<file path="config.mk">
export PLATFORM = sky130hd
export DESIGN_NAME = risc_reg_file
export DESIGN_NICKNAME = d
export VERILOG_FILES = /design/src/rtl/risc_reg_file.sv
export SDC_FILE = /design/constraint.sdc
export NUM_CORES = 2
export LEC_CHECK = 0
export CAP_MARGIN = 20
export CORE_MARGIN = 1.5
export CORE_UTILIZATION = 33
export CTS_CLUSTER_DIAMETER = 30
export CTS_CLUSTER_SIZE = 14
export DETAILED_ROUTE_END_ITERATION = 8
export PLACE_DENSITY = 0.6
export SLEW_MARGIN = 20
export SYNTH_ARGS = -nofsm -noshare
export SYNTH_HDL_FRONTEND = slang
export SYNTH_SLANG_ARGS = --single-unit
</file>
<file path="constraint.sdc">
create_clock -name clk -period 1.92 [get_ports clk]
set_input_delay 0.192 -clock clk [delete_from_list [all_inputs] [get_ports clk]]
set_output_delay 0.192 -clock clk [all_outputs]
set_load 0.03 [all_outputs]
</file>
<file path="src/rtl/risc_reg_file.sv">
// Execute-stage register file: 32 x 32-bit GPRs with two combinational read
// ports and write-to-read bypass, plus HI/LO and a 4-bit ALU flag register.
module risc_reg_file #(
  parameter int DATA_W = 32,
  parameter int ADDR_W = 5,
  parameter int NREG   = 32
) (
  input  logic              clk,
  input  logic              rst_n,
  input  logic [ADDR_W-1:0] rs_addr,
  input  logic [ADDR_W-1:0] rt_addr,
  output logic [DATA_W-1:0] rs_data,
  output logic [DATA_W-1:0] rt_data,
  input  logic              wr_en,
  input  logic [ADDR_W-1:0] wr_addr,
  input  logic [DATA_W-1:0] wr_data,
  input  logic              hilo_we,
  input  logic [DATA_W-1:0] mult_high_in,
  input  logic [DATA_W-1:0] mult_low_in,
  output logic [DATA_W-1:0] hi_out,
  output logic [DATA_W-1:0] lo_out,
  input  logic              flag_we,
  input  logic [3:0]        flags_in,
  output logic [3:0]        flags_out
);

  logic [DATA_W-1:0] regs_q [NREG];
  logic [DATA_W-1:0] regs_d [NREG];
  logic [DATA_W-1:0] hi_q, hi_d, lo_q, lo_d;
  logic [3:0]        flags_q, flags_d;
  logic              wr_valid_s;
  logic              byp_valid_s;

  // Write qualification; bypass is also suppressed while reset is asserted
  always_comb begin
    wr_valid_s  = wr_en && (wr_addr != {ADDR_W{1'b0}});
    byp_valid_s = wr_valid_s && rst_n;
  end

  // Next-state for the GPR array, HI/LO and flags
  always_comb begin
    for (int i = 0; i < NREG; i++) begin
      regs_d[i] = regs_q[i];
    end
    if (wr_valid_s) begin
      regs_d[wr_addr] = wr_data;
    end else begin
      regs_d[0] = {DATA_W{1'b0}};
    end
    regs_d[0] = {DATA_W{1'b0}};

    if (hilo_we) begin
      hi_d = mult_high_in;
      lo_d = mult_low_in;
    end else begin
      hi_d = hi_q;
      lo_d = lo_q;
    end

    if (flag_we) begin
      flags_d = flags_in;
    end else begin
      flags_d = flags_q;
    end
  end

  // State registers with asynchronous clear
  always_ff @(posedge clk or negedge rst_n) begin
    if (!rst_n) begin
      for (int i = 0; i < NREG; i++) begin
        regs_q[i] <= {DATA_W{1'b0}};
      end
      hi_q    <= {DATA_W{1'b0}};
      lo_q    <= {DATA_W{1'b0}};
      flags_q <= 4'b0000;
    end else begin
      for (int i = 0; i < NREG; i++) begin
        regs_q[i] <= regs_d[i];
      end
      hi_q    <= hi_d;
      lo_q    <= lo_d;
      flags_q <= flags_d;
    end
  end

  // Read port A: r0 forced to zero, then bypass, then array
  always_comb begin
    rs_data = {DATA_W{1'b0}};
    if (rs_addr == {ADDR_W{1'b0}}) begin
      rs_data = {DATA_W{1'b0}};
    end else if (byp_valid_s && (wr_addr == rs_addr)) begin
      rs_data = wr_data;
    end else begin
      rs_data = regs_q[rs_addr];
    end
  end

  // Read port B: same rules as port A
  always_comb begin
    rt_data = {DATA_W{1'b0}};
    if (rt_addr == {ADDR_W{1'b0}}) begin
      rt_data = {DATA_W{1'b0}};
    end else if (byp_valid_s && (wr_addr == rt_addr)) begin
      rt_data = wr_data;
    end else begin
      rt_data = regs_q[rt_addr];
    end
  end

  assign hi_out    = hi_q;
  assign lo_out    = lo_q;
  assign flags_out = flags_q;

endmodule

</file>
Word level (Yosys, flattened, before mapping)
Cells that the tools add are included.
{"block": "word_totals", "reg_bits": 1060, "inputBits": 120, "out_inout_bits": 132, "word_cells": 64}
{"block": "op_classes", "magnitude_cmp": 4, "eq_ne": 2, "n_mux": 13, "n_bitwise": 3, "n_reduce_logical": 8}
{"operator": "$bwmux W1024", "count": 1}
{"operator": "$bmux W32 S5", "count": 2}
{"operator": "$mux W32", "count": 9}
{"operator": "$demux W32 S5", "count": 1}
{"operator": "$ge A6 B6 Y1 const B", "count": 3}
{"operator": "$not A5 Y6", "count": 3}
{"operator": "$eq A5 B5 Y1", "count": 2}
{"operator": "$logic_not A5 Y1", "count": 2}
{"operator": "$lt A6 B1 Y1 const B", "count": 1}
{"operator": "$logic_and A1 B1 Y1", "count": 5}
{"operator": "$reduce_bool A5 Y1", "count": 1}

Longest topological paths before layout
{"block": "depth", "ltp_word": 6, "depth_mapped": 9, "ltp_nobuf": 5}

Worst setup path after synthesis
No wires, ideal clock.
{"block": "synth_timing", "kind": "input port to output port", "start": "in wr_addr[2]", "end": "out rt_data[11]", "arrival_ps": 2138, "slack_ps": -410, "stages": 8, "cell_sequence": "buf_4 nor3_2 a21o_1 buf_6 or3b_4 buf_6 o2111a_1 a211oi_1"}
{"block": "synth_between", "elab_chain_cells": 6, "elab_cells_between_ends": 7, "cone_classes": "1 x eq/ne; 2 x mux; 4 x reduce/logical"}
{"element": "from (decl)", "line": "15", "rtl": "input logic [ADDR_W-1:0] wr_addr,"}
{"element": "$reduce_bool A5 Y1", "line": "36", "rtl": "wr_valid_s = wr_en && (wr_addr != {ADDR_W{1'b0}});"}
{"element": "$logic_and A1 B1 Y1", "line": "36"}
{"element": "$logic_and A1 B1 Y1", "line": "37", "rtl": "byp_valid_s = wr_valid_s && rst_n;"}
{"element": "$logic_and A1 B1 Y1 *", "line": "103", "rtl": "end else if (byp_valid_s && (wr_addr == rt_addr)) begin"}
{"element": "$mux W32 *", "line": "103"}
{"element": "$mux W32 *", "line": "101", "rtl": "if (rt_addr == {ADDR_W{1'b0}}) begin"}
{"element": "to (decl)", "line": "13", "rtl": "output logic [DATA_W-1:0] rt_data,"}
Every way passes the cells marked *; elsewhere a longest branch is shown, timed or not.

Final worst setup path
{"block": "layout_timing", "start": "reg regs_q[685] (netlist bit)", "end": "out rs_data[13]"}
{"block": "layout_between", "elab_chain_cells": 5}
{"element": "from (decl)", "line": "27", "rtl": "logic [DATA_W-1:0] regs_q [NREG];"}
{"element": "from (signal, indexed assignment)", "line": "71", "rtl": "regs_q[i] <= {DATA_W{1'b0}};"}
{"element": "from (signal, indexed assignment)", "line": "78", "rtl": "regs_q[i] <= regs_d[i];"}
{"element": "$bmux W32 S5", "line": "94", "rtl": "rs_data = regs_q[rs_addr];"}
{"element": "$mux W32 (not written as such) (2 in series)", "line": "94"}
{"element": "$mux W32", "line": "91", "rtl": "end else if (byp_valid_s && (wr_addr == rs_addr)) begin"}
{"element": "$mux W32", "line": "89", "rtl": "if (rs_addr == {ADDR_W{1'b0}}) begin"}
{"element": "to (decl)", "line": "12", "rtl": "output logic [DATA_W-1:0] rs_data,"}
Every way passes these cells. The select of a mux whose other input is x is not followed.

==> reports/qor.txt <==
CP startpoint kind -> flip-flop
Required time of the critical path -> 1730 ps
GPL Wtd Cong -> 0.8871
Critical Path, Cell by Cell -> mux4_2 -> mux2i_2 -> o32ai_2 -> nor4_4 -> a211oi_4 -> buf_6
Clk_lat worst skew -> 880 ps
Synthesized instance count -> 4,491
Setup Viol. Count Final -> 64
Multiplexer share of the synthesized area -> 37.88%
WHS -> -14.40 ps
Antenna violations before repair -> 1
NumNets Final -> 5,608
Worst-path fanout max -> 3
CTS Sinks -> 1,060
R2R depth -> 2
DR WL/cell -> 28.20 microns
Placed Cells -> 7,418
Die ar. -> 178,100 sq um
Critical path endpoint category -> primary output
Post-synth top flop -> dfrtp_1
Pwr Density -> 1186 nW/um^2
LEAKAGE -> 36.90 nW
Share of cells above drive strength 1 -> 55.94%
IO Count -> 252
Root buf cell -> clkbuf_16
I/O Buffers -> 251
Slew @ Worst Pin -> 1303 ps
Via count -> 45,309
Unique masters post-synth -> 54
Cell area after synthesis -> 57,960 sq um
Number of flops mapped to enable cells by yosys -> 0
Post-synthesis adder-cell area fraction -> 0%
Total congestion overflow -> 0
Slowest CP cell -> mux4_2
Die Ht -> 422.1 microns
Run status -> complete, but fails checks
Commonest non-fill, non-tap cell in the layout -> mux2_2
Share of the yosys chip area belonging to registers -> 45.77%
First-pass iteration count of the detailed router -> 5
Syn nets -> 4,611
Largest stage delay on the critical path -> 480 ps
YS warnings -> 0
Grt peak-use layer -> met2
Antenna violation net count after detailed routing -> 0
Largest net degree at the start of global routing -> 162
Final Max Tran Viols -> 0
M3 GR Usage -> 5.369%
HPWL after detailed placement -> 148.2 mm
Final period util -> 156.6%
Inserted Clock Buffers -> 298
Final Skew -> 0 ps
Setup ws final -> -1087 ps
Worst Hold Class -> in2async
Clock Pin Slew Worst Setup and Hold Paths -> 50 ps
Fin util -> 47.89%
Commonest cells after routing, fill and taps aside -> mux2_2 (1,300), dfrtp_1 (1,060), buf_4 (638), mux2i_1 (384), clkbuf_16 (303)
FMAX -> 332.5 MHz
Die width -> 422.1 microns
H-Tree Level Count -> 5
Met2 Use GR -> 39.61%
Slew headroom -> 12.92%
Fillers -> 15,074
Synth Area in Compound Gates -> 7.185%
Vias in the first global route -> 48,629
Async SR Flop Fraction -> 100.0%
RSZ-0062 raised after global routing -> yes
Post-synthesis area per instance -> 12.90 sq um
Fin crit period -> 3007 ps
#FFs+latches synth -> 1,060
Final WL -> 226.2 mm
Post-DR vias/cell -> 5.647
Hold Vio Cnt, Final -> 1
Fin Setup TNS -> -52,880 ps
Max-Cap Viols -> 0
Power consumption -> 98.92 mW
Max VDD drop -> 0.001034 V
Layout area overhead -> 43.96%
DRT iter0 DRCs -> 3,712
Core Region -> 174,200 sq um
Synth Area in Simple Gates -> 4.782%
Global-route wire length before repair -> 332.5 mm
M1 GR Usage -> 31.63%
GRT Resource Usage Total -> 24.99%
Clock tree from TritonCTS -> yes
CP arrival -> 2820 ps
FP Rows -> 153
Starting density of the core -> 33.27%
Finished Layout Cells -> 8,023
DRC Markers -> 0
Worst Setup Path Type -> reg2out
Max clock buf depth -> 4
Post-Synth XOR/XNOR Area -> 0.1511%
Violated checks -> hold timing, setup timing
Largest family of logic cells by synthesized area -> multiplexers
-- cells by family after synthesis --
group / Yosys count
AO/OA/AOI/OAI: 569
AND/OR/NAND/NOR: 529
flip-flops: 1060
buffers and inverters: 468
multiplexers: 1855
XOR/XNOR: 10
-- worst max-delay path, delay by kind of cell (launching register included) --
family	cells	cell delay (ps)
buf+inv	1	170
flops	1	390
simple gates	1	440
mux	2	690
compound gates	2	260
-- sequential cells by signal (all words and copies together) (netlist names) --
register / cells
hi_out: 32
flags_out: 4
regs_q: 992
lo_out: 32
-- power breakdown --
part / internal (mW) / switching (mW)
registers: 26.7 / 3.08
logic: 11.0 / 8.47
clock network: 35.1 / 14.6
-- layout make-up --
cell class	instances	area [sq um]	area share, %
timing repair buffer	1164	12440	14.91
sequential	1060	26530	31.79
clock inverter	118	1655	1.984
tap	2325	2909	3.487
inverter	1	3.754	0.004499
multi-input combinational	2963	31520	37.77
antenna	3	7.507	0.008998
clock buffer	389	8376	10.04
-- repair_timing --
item / 4_1_cts / 5_1_grt
gates resized for setup: 290 / 93
pin swaps: 201 / 87
setup buffers: 36 / 14
endpoints found under the hold margin: 216 / 0
hold buffers: 69 / 0
setup endpoints to repair: 132 / 69
cloned: 1 / 0
-- final timing paths --
kind,from,to,slack (ps)
max reg2reg,hi_out[16],hi_out[16],550
max,regs_q[685],rs_data[13],-1090
min,rst_n,regs_q[579],-10
max in group asynchronous,rst_n,regs_q[178],470
min in group clk,mult_low_in[31],lo_out[31],40
min reg2reg,lo_out[10],lo_out[10],500
-- routing by layer --
layer  routed length [microns]  share of wire [%]
met1                     91960                 41
met2                    105000                 46
met3                     15980                7.1
met4                     13270                5.9
met5                         0                  0
-- through the flow --
| step | hold WS, ps | setup slack (ps) | area (sq um) |
|---|---|---|---|
| after floorplan | -103.6 | -38.97 | 58910 |
| after global placement | 422.4 | -1104 | 71100 |
| after detailed placement | 418.0 | -1070 | 71100 |
| after CTS | 0.1492 | -1215 | 82970 |
| after global routing | 2.689 | -1156 | 83430 |
| final | -14.40 | -1087 | 83430 |
-- synthesized netlist by cell type, drive strengths merged (5+ instances only) --
cell | n | share of area [%]
mux2 | 1307 | 25
dfrtp | 1060 | 46
mux2i | 408 | 7.0
buf | 261 | 2.9
clkbuf | 206 | 1.3
a22oi | 186 | 2.4
mux4 | 140 | 5.4
nand2 | 126 | 0.82
nand3 | 99 | 0.85
nor2b | 90 | 0.97
o21ai | 90 | 0.78
a211oi | 89 | 1.2
o22ai | 66 | 0.71
a221oi | 64 | 1.3
nor3 | 62 | 0.56
nor2 | 60 | 0.41
a21oi | 38 | 0.33
nor4 | 31 | 0.33
and4 | 30 | 0.45
o32ai | 26 | 0.39
xnor2 | 7 | 0.11
nand2b | 5 | 0.054
No activity file was read; power rests on OpenSTA's default activity.
